### config.mk
export PLATFORM = sky130hd
export DESIGN_NAME = axis_bram_writer
export DESIGN_NICKNAME = d
export VERILOG_FILES = /design/src/rtl/axis_bram_writer_pkg.sv /design/src/rtl/axis_bram_writer.sv
export SDC_FILE = /design/constraint.sdc
export NUM_CORES = 1
export LEC_CHECK = 0
export BUFFER_PORTS_ARGS = -buffer_cell sky130_fd_sc_hd__buf_2
export CAP_MARGIN = 20
export CORE_MARGIN = 3
export CORE_UTILIZATION = 39
export DETAILED_ROUTE_END_ITERATION = 16
export PLACE_DENSITY = 0.88
export SYNTH_ARGS = -nofsm -noshare
export SYNTH_HDL_FRONTEND = slang
export SYNTH_SLANG_ARGS = --single-unit
### constraint.sdc
create_clock -name aclk -period 3.1 [get_ports aclk]
set_clock_uncertainty 0.05 [all_clocks]
set_input_delay 0.62 -clock aclk [delete_from_list [all_inputs] [get_ports aclk]]
set_output_delay 0.62 -clock aclk [all_outputs]
set_load 0.01 [all_outputs]
### src/rtl/axis_bram_writer_pkg.sv
// Shared constants for the stream-to-BRAM capture block.
// Byte-lane sizing used to derive write-enable width from the BRAM word width.
package axis_bram_writer_pkg;

    localparam int BYTE_W = 8;

    function automatic int we_width(input int data_w);
        return data_w / BYTE_W;
    endfunction

endpackage

### src/rtl/axis_bram_writer.sv
// Captures an AXI-stream frame into BRAM, one word per accepted beat (write in the same cycle, 0 latency).
// Backpressure: tready only while filling; the done event holds until acknowledged, no trigger queueing.
module axis_bram_writer
    import axis_bram_writer_pkg::*;
#(
    parameter int    AXIS_TDATA_WIDTH = 32,
    parameter int    BRAM_DATA_WIDTH  = 32,
    parameter int    BRAM_ADDR_WIDTH  = 10,
    parameter string CONTINUOUS       = "FALSE"
)(
    input  logic                              aclk,
    input  logic                              aresetn,

    input  logic [BRAM_ADDR_WIDTH-1:0]        cfg_data,
    input  logic                              trg_flag,
    output logic [BRAM_ADDR_WIDTH-1:0]        sts_data,

    input  logic [AXIS_TDATA_WIDTH-1:0]       s_axis_tdata,
    input  logic                              s_axis_tvalid,
    input  logic                              s_axis_tlast,
    output logic                              s_axis_tready,

    output logic                              m_axis_done_tvalid,
    input  logic                              m_axis_done_tready,

    output logic                              bram_porta_clk,
    output logic                              bram_porta_rst,
    output logic [BRAM_ADDR_WIDTH-1:0]        bram_porta_addr,
    output logic [BRAM_DATA_WIDTH-1:0]        bram_porta_wrdata,
    output logic [BRAM_DATA_WIDTH/BYTE_W-1:0] bram_porta_we
);

    localparam int WE_W      = BRAM_DATA_WIDTH / BYTE_W;
    localparam bit CONT_MODE = (CONTINUOUS == "TRUE");

    typedef enum logic [1:0] {
        IDLE = 2'd0,
        FILL = 2'd1,
        DONE = 2'd2
    } state_t;

    state_t                     state_q, state_d;
    logic [BRAM_ADDR_WIDTH-1:0] addr_q,  addr_d;

    logic beat;
    logic term;

    assign beat = (state_q == FILL) && s_axis_tvalid;
    // >= rather than == so a cfg_data lowered below addr mid-frame still ends the frame
    assign term = s_axis_tlast || (addr_q >= cfg_data);

    always_ff @(posedge aclk or negedge aresetn) begin
        if (!aresetn) begin
            state_q <= IDLE;
            addr_q  <= '0;
        end else begin
            state_q <= state_d;
            addr_q  <= addr_d;
        end
    end

    always_comb begin
        state_d = state_q;
        addr_d  = addr_q;
        case (state_q)
            IDLE: begin
                if (trg_flag) begin
                    state_d = FILL;
                    addr_d  = '0;
                end
            end
            FILL: begin
                if (beat) begin
                    if (!term) begin
                        addr_d = addr_q + 1'b1;
                    end else if (CONT_MODE) begin
                        addr_d = '0;
                    end else begin
                        state_d = DONE;
                    end
                end
            end
            DONE: begin
                if (m_axis_done_tready) begin
                    state_d = IDLE;
                    addr_d  = '0;
                end
            end
            default: begin
                state_d = IDLE;
                addr_d  = '0;
            end
        endcase
    end

    assign s_axis_tready      = (state_q == FILL);
    assign m_axis_done_tvalid = !CONT_MODE && (state_q == DONE);
    assign sts_data           = addr_q;

    assign bram_porta_clk     = aclk;
    assign bram_porta_rst     = ~aresetn;
    assign bram_porta_addr    = addr_q;
    assign bram_porta_wrdata  = s_axis_tdata[BRAM_DATA_WIDTH-1:0];
    assign bram_porta_we      = {WE_W{beat}};

endmodule

==> load_flow_metrics.sql, run 1 <==
INSERT INTO impl_metrics (metric_group, metric, value, unit) VALUES
('global_routing', 'total_gr_overflow', '0', ''),
('floorplan', 'num_rows', '20', ''),
('floorplan', 'ioPinCount', '108', ''),
('sta', 'report.final.hold_viol_count', '0', ''),
('place', 'post-place-cells', '187', ''),
('finish', 'syn2layout_area_growth', '-4.24', '%'),
('pwr', 'net_switching_power', '0.240', 'mW'),
('place', 'placement.setup.worst_slack', '0.331', 'ns'),
('min_path', 'holdCritPathClass', 'in -> async', ''),
('flow_run', 'max_cap_viol_count', '0', ''),
('floorplan', 'core_area', '3080', 'µm²'),
('synthesis', 'synth_enable_flop_cells', '0', ''),
('setup_path', 'reg2regPathDepth', '6', ''),
('finish', 'finalCoreUtilization', '0.395', ''),
('detailed_routing', 'drt-initial-drc-count', '27', ''),
('pwr', 'p_total', '0.613', 'mW'),
('place', 'dp_hpwl', '1.81', 'mm'),
('global_routing', 'grt_first_pass_wirelength', '3.97', 'mm'),
('setup_path', 'worst_ep_required_time', '2.43', 'ns'),
('setup_path', 'worstSetupEndpointType', 'output pin', ''),
('sta', 'finalMaxSlewViolations', '0', ''),
('synthesis', 'ys_seq_area_frac', '0.236', ''),
('setup_path', 'worst-path-max-fanout', '2', ''),
('setup_path', 'timing.critical_path.from_type', 'clock port', ''),
('clock_network', 'post-cts-setup-buffer-count', '0', ''),
('status', 'outcome', 'completed', ''),
('clock_network', 'cts_tree', 'built', ''),
('synthesis', 'yosysUniqueCellTypes', '34', ''),
('pwr', 'seq_power_share', '0.339', ''),
('detailed_routing', 'detailroute.via_count', '933', ''),
('place', 'placedInstanceArea', '1170', 'µm²'),
('global_routing', 'first_global_vias', '906', ''),
('detailed_routing', 'route.antenna.remaining_nets', '0', ''),
('synthesis', 'synth-seq-cells', '12', ''),
('floorplan', 'die-area', '3980', 'µm²'),
('finish', 'nets', '210', ''),
('detailed_routing', 'drtPass1Iterations', '4', ''),
('place', 'gp_congestion', '0.694', ''),
('pwr', 'cellInternalPower', '0.373', 'mW'),
('floorplan', 'die_height', '63.1', 'µm'),
('setup_path', 'worstPathArrival', '1.90', 'ns'),
('synthesis', 'postSynth.asyncResetShare', '1.00', ''),
('clock_network', 'worst_skew_pair.late_latency', '0.38', 'ns'),
('setup_path', 'cp.depth', '3', ''),
('setup_path', 'r2r_setup_slack', '0.58', 'ns'),
('setup_path', 'critical-path-top-cell-by-count', 'sky130_fd_sc_hd__clkbuf_4', ''),
('finish', 'filler_cell_count', '318', ''),
('finish', 'final-instance-count-excl-fill', '193', ''),
('sta', 'worst_slew_pin_slew', '0.380', 'ns'),
('finish', 'final_layout_size_suffix_gt1_frac', '0.403', ''),
('finish', 'diodes', '0', ''),
('synthesis', 'syn-mean-instance-area', '8.52', 'µm²'),
('pwr', 'vdd.ir_drop.worst', '0.296', 'mV'),
('sta', 'setup_viol', '0', ''),
('pwr', 'power_density', '504', 'nW/µm²'),
('finish', 'fin_area', '1220', 'µm²'),
('detailed_routing', 'route.final.wire_length', '2.31', 'mm'),
('setup_path', 'critPathTopFamily', 'buffers and inverters', ''),
('setup_path', 'slowest_delay', '0.13', 'ns'),
('finish', 'multiInputGateArea', '536', 'µm²'),
('synthesis', 'syn_area', '1270', 'µm²'),
('finish', 'layout.cells.most_common', 'sky130_fd_sc_hd__buf_2', ''),
('global_routing', 'grt.total_usage', '0.126', ''),
('synthesis', 'yosys_most_used_dff', 'sky130_fd_sc_hd__dfrtp_1', ''),
('clock_network', 'path_clk_slew', '0.07', 'ns'),
('global_routing', 'grt_max_degree', '14', ''),
('sta', 'rsz0062_at_grt', 'false', ''),
('floorplan', 'chipWidth', '63.1', 'µm'),
('pwr', 'pwr-share-clk', '0.279', ''),
('sta', 'setup_ws', '0.525', 'ns'),
('floorplan', 'initial_utilization', '0.413', '');
[layout make-up]
| class | instances | area share |
|---|---|---|
| multi-input combinational | 71 | 0.440 |
| sequential | 12 | 0.247 |
| timing repair buffer | 42 | 0.173 |
| inverter | 17 | 0.0535 |
| tap | 44 | 0.0453 |
| clock buffer | 7 | 0.0412 |
[state kept, by name, indices dropped and copies added (netlist names)]
| name | flops |
|---|---|
| bram_porta_addr | 10 |
| state_q | 2 |
[worst paths after layout]
check,startpoint,to
worst max-delay path,aclk,bram_porta_clk
worst min-delay path,aresetn,bram_porta_addr[8]
worst max register to register,bram_porta_addr[7],bram_porta_addr[8]
worst min register to register,state_q[1],state_q[0]
max in group asynchronous,aresetn,bram_porta_addr[1]
min in group aclk,s_axis_tvalid,state_q[0]
[cells in the mapped netlist, types with 2 or more instances]
| library cell | count | area share |
|---|---|---|
| sky130_fd_sc_hd__nand2_1 | 4 | 0.012 |
| sky130_fd_sc_hd__o22a_1 | 2 | 0.014 |
| sky130_fd_sc_hd__nand3_1 | 4 | 0.016 |
| sky130_fd_sc_hd__o22a_2 | 4 | 0.032 |
| sky130_fd_sc_hd__inv_1 | 16 | 0.047 |
| sky130_fd_sc_hd__buf_4 | 47 | 0.28 |
| sky130_fd_sc_hd__ha_1 | 11 | 0.11 |
| sky130_fd_sc_hd__nor2_1 | 8 | 0.024 |
| sky130_fd_sc_hd__a21oi_1 | 2 | 0.0079 |
| sky130_fd_sc_hd__dfrtp_1 | 12 | 0.24 |
| sky130_fd_sc_hd__and3_1 | 5 | 0.025 |
| sky130_fd_sc_hd__nor2b_1 | 6 | 0.030 |
| sky130_fd_sc_hd__o21ai_0 | 7 | 0.028 |
[layer usage]
layer	share of wire	up-vias	track usage	wire length (µm)
met5	0	-	0	0
met4	0.025	0	0.102	58
met3	0.11	7	0.0535	253
met2	0.44	50	0.171	1030
met1	0.42	421	0.151	975
li1	-	455	-	-
[power groups by stage]
| stage | sequential (mW) | clock (mW) | combinational, mW |
|---|---|---|---|
| final | 0.208 | 0.171 | 0.235 |
| after global routing | 0.214 | 0.187 | 0.263 |
| after CTS | 0.208 | 0.179 | 0.239 |
| after detailed placement | 0.211 | 0.0195 | 0.237 |
| after global placement | 0.210 | 0.0195 | 0.236 |
| after floorplan | 0.209 | 0.0266 | 0.245 |
[logic make-up after synthesis]
kind of cell             synth area share
buffers and inverters               0.342
AND/OR/NAND/NOR                     0.146
AO/OA/AOI/OAI                       0.156
flip-flops                          0.236
adder cells (fa/ha/maj)             0.108
multiplexers                       0.0118
No activity file was read; power rests on OpenSTA's default activity.
==> inputs of run 2 (changes only) <==
- CORE_UTILIZATION: 39 -> 35
- PLACE_DENSITY: 0.88 -> 0.83
- clock period: 3.1 -> 2.1 ns (I/O delays scaled with it)
==> run 2 against run 1 <==
- the flow now finishes with violations (negative setup slack)
- die area grew 10%
- first-iteration DRC count rose by 52%
- worst setup slack got worse by 0.72 ns
- utilization up 2.6 points
- total power rose by 71%
- wire length increased by 19%
- clock-buffer cell count is 1 higher
- cell count grew 11%
- highest routed layer unchanged
==> load_flow_metrics.sql, run 2 (synthesized netlist as in run 1, its figures left out) <==
INSERT INTO impl_metrics (metric_group, metric, value, unit) VALUES
('floorplan', 'core_area', '3420', 'µm²'),
('detailed_routing', 'drtPass1Iterations', '4', ''),
('sta', 'period_minus_slack', '2.29', 'ns'),
('global_routing', 'total_gr_overflow', '0', ''),
('clock_network', 'worst_skew_pair.late_latency', '0.38', 'ns'),
('floorplan', 'chipWidth', '66.2', 'µm'),
('global_routing', 'grt_first_pass_wirelength', '4.35', 'mm'),
('finish', 'commonest_cells_after_routing_fill_and_taps_aside', '43 x sky130_fd_sc_hd__buf_2, 16 x sky130_fd_sc_hd__buf_4, 15 x sky130_fd_sc_hd__inv_1', ''),
('floorplan', 'die-area', '4390', 'µm²'),
('status', 'failed_checks', 'negative setup slack', ''),
('sta', 'highest_attainable_clock_frequency', '436', 'MHz'),
('setup_path', 'slowest_delay', '0.43', 'ns'),
('finish', 'nets', '228', ''),
('min_path', 'holdCritPathClass', 'in -> reg', ''),
('floorplan', 'initial_utilization', '0.372', ''),
('pwr', 'power.combinational.fraction', '0.441', ''),
('detailed_routing', 'drt-initial-drc-count', '41', ''),
('setup_path', 'r2r_start', 'bram_porta_addr[3]', ''),
('sta', 'min_period_over_period', '1.09', ''),
('clock_network', 'path_clk_slew', '0.08', 'ns'),
('finish', 'layout.cells.most_common', 'sky130_fd_sc_hd__buf_2', ''),
('setup_path', 'r2r_setup_slack', '-0.19', 'ns'),
('place', 'dp_hpwl', '2.16', 'mm'),
('detailed_routing', 'route.detailed.wl_per_inst', '12.8', 'µm'),
('sta', 'worst_slew_pin_slew', '0.261', 'ns'),
('setup_path', 'worstSetupEndpointType', 'flip-flop', ''),
('setup_path', 'timing.critical_path.cells', 'ha_4, a21o_1, a21oi_2, nor3b_2, or3_4, a221o_2, buf_4, o22a_2', ''),
('place', 'place.port_buffers', '43', ''),
('detailed_routing', 'post_drt_via_cell_ratio', '4.65', ''),
('pwr', 'pwr-share-clk', '0.277', ''),
('global_routing', 'gr-usage-met3', '0.0510', ''),
('floorplan', 'num_rows', '21', ''),
('sta', 'setup_ws', '-0.192', 'ns'),
('setup_path', 'critical_path_class', 'reg -> reg', ''),
('sta', 'finalMaxSlewViolations', '0', ''),
('global_routing', 'grt_busiest_layer', 'met2', ''),
('pwr', 'cellInternalPower', '0.669', 'mW'),
('detailed_routing', 'detailroute.via_count', '995', ''),
('global_routing', 'first_global_vias', '988', ''),
('pwr', 'p_total', '1.05', 'mW'),
('status', 'outcome', 'complete, but fails checks', ''),
('sta', 'rsz0062_at_grt', 'true', ''),
('pwr', 'power.leakage', '0.810', 'nW'),
('global_routing', 'grt_max_degree', '13', ''),
('finish', 'diodes', '0', ''),
('setup_path', 'cpMaxStageDelayCell', 'sky130_fd_sc_hd__dfrtp_2', ''),
('floorplan', 'die_height', '66.2', 'µm'),
('min_path', 'worst_hold_start', 's_axis_tvalid', ''),
('detailed_routing', 'route.antenna.remaining_nets', '0', ''),
('pwr', 'vdd.ir_drop.worst', '0.282', 'mV'),
('global_routing', 'globalRouteMet1Util', '0.152', ''),
('setup_path', 'timing.critical_path.from_type', 'flip-flop', ''),
('sta', 'worst_hold_slack', '0.223', 'ns'),
('pwr', 'power_density', '729', 'nW/µm²'),
('global_routing', 'grt.total_usage', '0.133', ''),
('finish', 'final-instance-count-excl-fill', '214', ''),
('sta', 'setup_viol', '11', ''),
('setup_path', 'worst-path-max-fanout', '8', ''),
('pwr', 'switch_share', '0.363', ''),
('finish', 'largest_register_ffs', '10', ''),
('place', 'gp_congestion', '0.781', ''),
('sta', 'timing.slew.headroom', '0.825', ''),
('clock_network', 'cts_tree', 'built', ''),
('setup_path', 'crit-reg2reg-capture', 'bram_porta_addr[9]', ''),
('pwr', 'seq_power_share', '0.282', ''),
('finish', 'final_layout_size_suffix_gt1_frac', '0.554', ''),
('place', 'placement.setup.worst_slack', '-0.405', 'ns'),
('min_path', 'whs_endpoint', 'state_q[0]', ''),
('detailed_routing', 'drc', '0', ''),
('min_path', 'min_delay_path_depth', '2', ''),
('place', 'post-place-cells', '205', ''),
('setup_path', 'reg2regPathDepth', '8', ''),
('detailed_routing', 'route.final.wire_length', '2.75', 'mm'),
('pwr', 'net_switching_power', '0.381', 'mW'),
('global_routing', 'initial_antenna_violation_count', '0', ''),
('global_routing', 'grt.met2_usage', '0.208', ''),
('setup_path', 'worst_ep_required_time', '2.32', 'ns'),
('setup_path', 'worstPathArrival', '2.51', 'ns'),
('finish', 'syn2layout_area_growth', '13.4', '%'),
('sta', 'report.final.hold_viol_count', '0', ''),
('flow_run', 'max_cap_viol_count', '0', ''),
('floorplan', 'ioPinCount', '108', '');
run 2: area by class of cell:
cell class / instances / area [µm²]
Sequential cell: 12 / 308
Tap cell: 46 / 57.6
Clock buffer: 8 / 63.8
Fill cell: 344 / 1980
Timing Repair Buffer: 60 / 352
Multi-Input combinational cell: 71 / 594
Inverter: 17 / 65.1
run 2: metrics by stage:
step	setup TNS [ns]	util	cell area, µm²
CTS	-1.44	0.416	1420
global route	-2.16	0.422	1440
finish	-1.51	0.422	1440
global placement	-3.18	0.392	1340
detailed placement	-3.61	0.392	1340
floorplan	-0.638	-	1320
run 2: routing by layer:
layer | vias to the layer above | routed length, µm
li1 | 493 | -
met1 | 454 | 1180
met2 | 42 | 1300
met3 | 6 | 226
met4 | 0 | 34
met5 | - | 0
run 2: critical path: cells and delay by family (launching register included):
kind	cells	cell delay (ns)
flops	1	0.43
compound gates	4	0.89
buf+inv	1	0.16
fa+ha+maj	1	0.25
simple gates	2	0.40
run 2: how the worst max path moves through the flow:
stage | from | slack, ns | end | cells past startpoint
4_1_cts | bram_porta_addr[3] | -0.18 | bram_porta_addr[9] | 8
6_report | bram_porta_addr[3] | -0.19 | bram_porta_addr[9] | 8
5_1_grt | bram_porta_addr[3] | -0.25 | bram_porta_addr[9] | 8
2_1_floorplan | bram_porta_addr[3] | -0.14 | bram_porta_addr[0] | 8
3_3_place_gp | cfg_data[5] | -0.36 | bram_porta_addr[8] | 8
3_5_place_dp | cfg_data[0] | -0.41 | bram_porta_addr[8] | 7
run 2: timing repair:
item / 4_1_cts / 5_1_grt
gates resized for setup: 3 / 4
pin swaps: 2 / 1
hold buffers: 1 / 0
buffers inserted: 1 / 0
endpoints found under the setup margin: 11 / 11
hold endpoints to repair: 12 / 0
run 2: power by group through the flow:
stage | Combinational [mW] | Sequential [mW] | Clock [mW]
floorplan | 0.364 | 0.310 | 0.0392
global placement | 0.424 | 0.298 | 0.0288
detailed placement | 0.430 | 0.300 | 0.0288
CTS | 0.466 | 0.296 | 0.305
global route | 0.519 | 0.301 | 0.321
finish | 0.464 | 0.296 | 0.291
==> inputs of run 3 (changes only) <==
- CORE_UTILIZATION: 35 -> 42
- PLACE_DENSITY: 0.83 -> 0.93
- clock period: 2.1 -> 2.95 ns (I/O delays scaled with it)
==> run 3 against run 2 <==
- the flow now finishes without violations
- sequential power is 26% lower
- utilization is 0.25 points higher
- flip-flop and latch count stayed put
- critical path type unchanged
- clock-buffer cell count is 1 lower
- worst setup slack better by 0.57 ns
- total power is 39% lower
- wire length is 13% lower
==> load_flow_metrics.sql, run 3 (synthesized netlist as in run 1, its figures left out) <==
INSERT INTO impl_metrics (metric_group, metric, value, unit) VALUES
('clock_network', 'post-cts-setup-buffer-count', '0', ''),
('floorplan', 'die-area', '3720', 'µm²'),
('sta', 'rsz0062_at_grt', 'false', ''),
('setup_path', 'reg2regPathDepth', '6', ''),
('finish', 'nets', '210', ''),
('place', 'dp_hpwl', '1.89', 'mm'),
('detailed_routing', 'route.final.wire_length', '2.39', 'mm'),
('pwr', 'vdd.ir_drop.worst', '0.383', 'mV'),
('sta', 'timing.slew.headroom', '0.746', ''),
('setup_path', 'startpoint', 'bram_porta_addr[7]', ''),
('global_routing', 'total_gr_overflow', '0', ''),
('floorplan', 'ioPinCount', '108', ''),
('global_routing', 'grt.total_usage', '0.138', ''),
('global_routing', 'grt_busiest_layer', 'met2', ''),
('sta', 'worst_slew_pin_slew', '0.380', 'ns'),
('setup_path', 'timing.critical_path.cells', 'ha_1, a211oi_2, o21ai_1, or3_4, a221o_1, a211o_2', ''),
('status', 'outcome', 'completed', ''),
('clock_network', 'worst_skew_pair.late_latency', '0.38', 'ns'),
('floorplan', 'die_height', '61.0', 'µm'),
('setup_path', 'critPathTopFamily', 'compound AO/OA/AOI/OAI gates', ''),
('sta', 'finalMaxSlewViolations', '0', ''),
('finish', 'syn2layout_area_growth', '-5.52', '%'),
('detailed_routing', 'post_drt_via_cell_ratio', '5.37', ''),
('pwr', 'power_density', '537', 'nW/µm²'),
('floorplan', 'chipWidth', '61.0', 'µm'),
('setup_path', 'worstPathArrival', '2.79', 'ns'),
('setup_path', 'timing.critical_path.from_type', 'flip-flop', ''),
('detailed_routing', 'route.detailed.wl_per_inst', '13.3', 'µm'),
('place', 'place.port_buffers', '43', ''),
('finish', 'commonest_cells_after_routing_fill_and_taps_aside', '43 x sky130_fd_sc_hd__buf_2, 16 x sky130_fd_sc_hd__inv_1, 12 x sky130_fd_sc_hd__dfrtp_1', ''),
('setup_path', 'worst_ep_required_time', '3.17', 'ns'),
('setup_path', 'critical_path_class', 'reg -> reg', ''),
('setup_path', 'r2r_setup_slack', '0.38', 'ns'),
('clock_network', 'cts.hold.buffers_added', '0', ''),
('setup_path', 'critical_path.endpoint', 'bram_porta_addr[8]', ''),
('pwr', 'power.leakage', '0.721', 'nW'),
('sta', 'min_period_over_period', '0.871', ''),
('sta', 'highest_attainable_clock_frequency', '389', 'MHz'),
('global_routing', 'grt.met2_usage', '0.212', ''),
('global_routing', 'gr-usage-met3', '0.0319', ''),
('clock_network', 'cts_resized', '0', ''),
('detailed_routing', 'detailroute.via_count', '966', ''),
('detailed_routing', 'drtPass1Iterations', '4', ''),
('global_routing', 'globalRouteMet1Util', '0.165', ''),
('min_path', 'holdCritPathClass', 'in -> async', ''),
('sta', 'worst_hold_slack', '0.0301', 'ns'),
('detailed_routing', 'drc', '0', ''),
('setup_path', 'worst-path-max-fanout', '11', ''),
('sta', 'period_minus_slack', '2.57', 'ns'),
('floorplan', 'initial_utilization', '0.449', ''),
('global_routing', 'first_global_vias', '871', ''),
('setup_path', 'cpMaxStageDelayCell', 'sky130_fd_sc_hd__dfrtp_1', ''),
('global_routing', 'grt_first_pass_wirelength', '3.70', 'mm'),
('sta', 'setup_viol', '0', ''),
('setup_path', 'worstSetupEndpointType', 'flip-flop', ''),
('place', 'gp_congestion', '0.821', ''),
('global_routing', 'initial_antenna_violation_count', '0', ''),
('floorplan', 'num_rows', '19', ''),
('setup_path', 'crit-reg2reg-capture', 'bram_porta_addr[8]', ''),
('finish', 'diodes', '0', ''),
('finish', 'largest_register_ffs', '10', ''),
('sta', 'report.final.hold_viol_count', '0', ''),
('detailed_routing', 'route.antenna.remaining_nets', '0', ''),
('setup_path', 'r2r_start', 'bram_porta_addr[7]', ''),
('setup_path', 'slowest_delay', '0.46', 'ns'),
('flow_run', 'max_cap_viol_count', '0', ''),
('finish', 'layout.cells.most_common', 'sky130_fd_sc_hd__buf_2', ''),
('floorplan', 'core_area', '2830', 'µm²'),
('setup_path', 'critical_path_buf_inv_count', '0', ''),
('sta', 'tns', '0', 'ns'),
('global_routing', 'grt_max_degree', '14', ''),
('clock_network', 'path_clk_slew', '0.07', 'ns'),
('setup_path', 'cp.depth', '6', ''),
('clock_network', 'cts_tree', 'built', ''),
('detailed_routing', 'drt-initial-drc-count', '29', ''),
('finish', 'filler_cell_count', '287', ''),
('finish', 'final_layout_size_suffix_gt1_frac', '0.403', '');
==> run 3: cell types whose count changed in the layout (fill, tap and decap cells not counted), sizes merged <==
cell	before	now
buf	60	43
clkbuf	7	6
dlygate4sd3	1	0
==> run 3: per-layer routing <==
| metal | vias to the layer above | part of all wire |
|---|---|---|
| met4 | 0 | 0.019 |
| met5 | - | 0 |
| met1 | 460 | 0.43 |
| li1 | 459 | - |
| met2 | 41 | 0.48 |
| met3 | 6 | 0.075 |
==> run 3: final cells by class <==
class / instances / area [µm²] / area share
Sequential cell: 12 / 300 / 0.250
Clock buffer: 7 / 50.0 / 0.0417
Tap cell: 31 / 38.8 / 0.0323
Timing Repair Buffer: 42 / 210 / 0.175
Multi-Input combinational cell: 71 / 536 / 0.446
Inverter: 17 / 65.1 / 0.0542
==> run 3: worst register-to-register path, cell delays in order (launching register included) <==
cell and delay, ns:
sky130_fd_sc_hd__dfrtp_1 0.46, sky130_fd_sc_hd__ha_1 0.35, sky130_fd_sc_hd__a211oi_2 0.23, sky130_fd_sc_hd__o21ai_1 0.11, sky130_fd_sc_hd__or3_4 0.42, sky130_fd_sc_hd__a221o_1 0.46
sky130_fd_sc_hd__a211o_2 0.37
==> run 3: how the worst min path moves through the flow <==
stage                          to  slack [ns]  cells after the start
6_report       bram_porta_addr[5]        0.03                      1
5_1_grt        bram_porta_addr[0]        0.04                      1
3_5_place_dp           state_q[0]        0.43                      1
2_1_floorplan  bram_porta_addr[0]        0.24                      0
3_3_place_gp           state_q[0]        0.43                      1
4_1_cts        bram_porta_addr[8]        0.03                      1
==> run 3: power breakdown <==
group / switching (mW) / total [mW] / internal, mW
Clock: 0.0756 / 0.177 / 0.101
Combinational: 0.143 / 0.248 / 0.106
Sequential: 0.0335 / 0.220 / 0.186
==> run 3: through the flow <==
| step | util | worst slack [ns] | std cells | area (µm²) | total power [mW] |
|---|---|---|---|---|---|
| final | 0.424 | 0.382 | 180 | 1200 | 0.645 |
| after CTS | 0.424 | 0.378 | 180 | 1200 | 0.658 |
| after detailed placement | 0.408 | 0.167 | 174 | 1150 | 0.493 |
| after floorplan | - | 0.475 | 149 | 1270 | 0.505 |
| after global placement | 0.408 | 0.238 | 174 | 1150 | 0.488 |
| after global routing | 0.424 | 0.298 | 180 | 1200 | 0.698 |
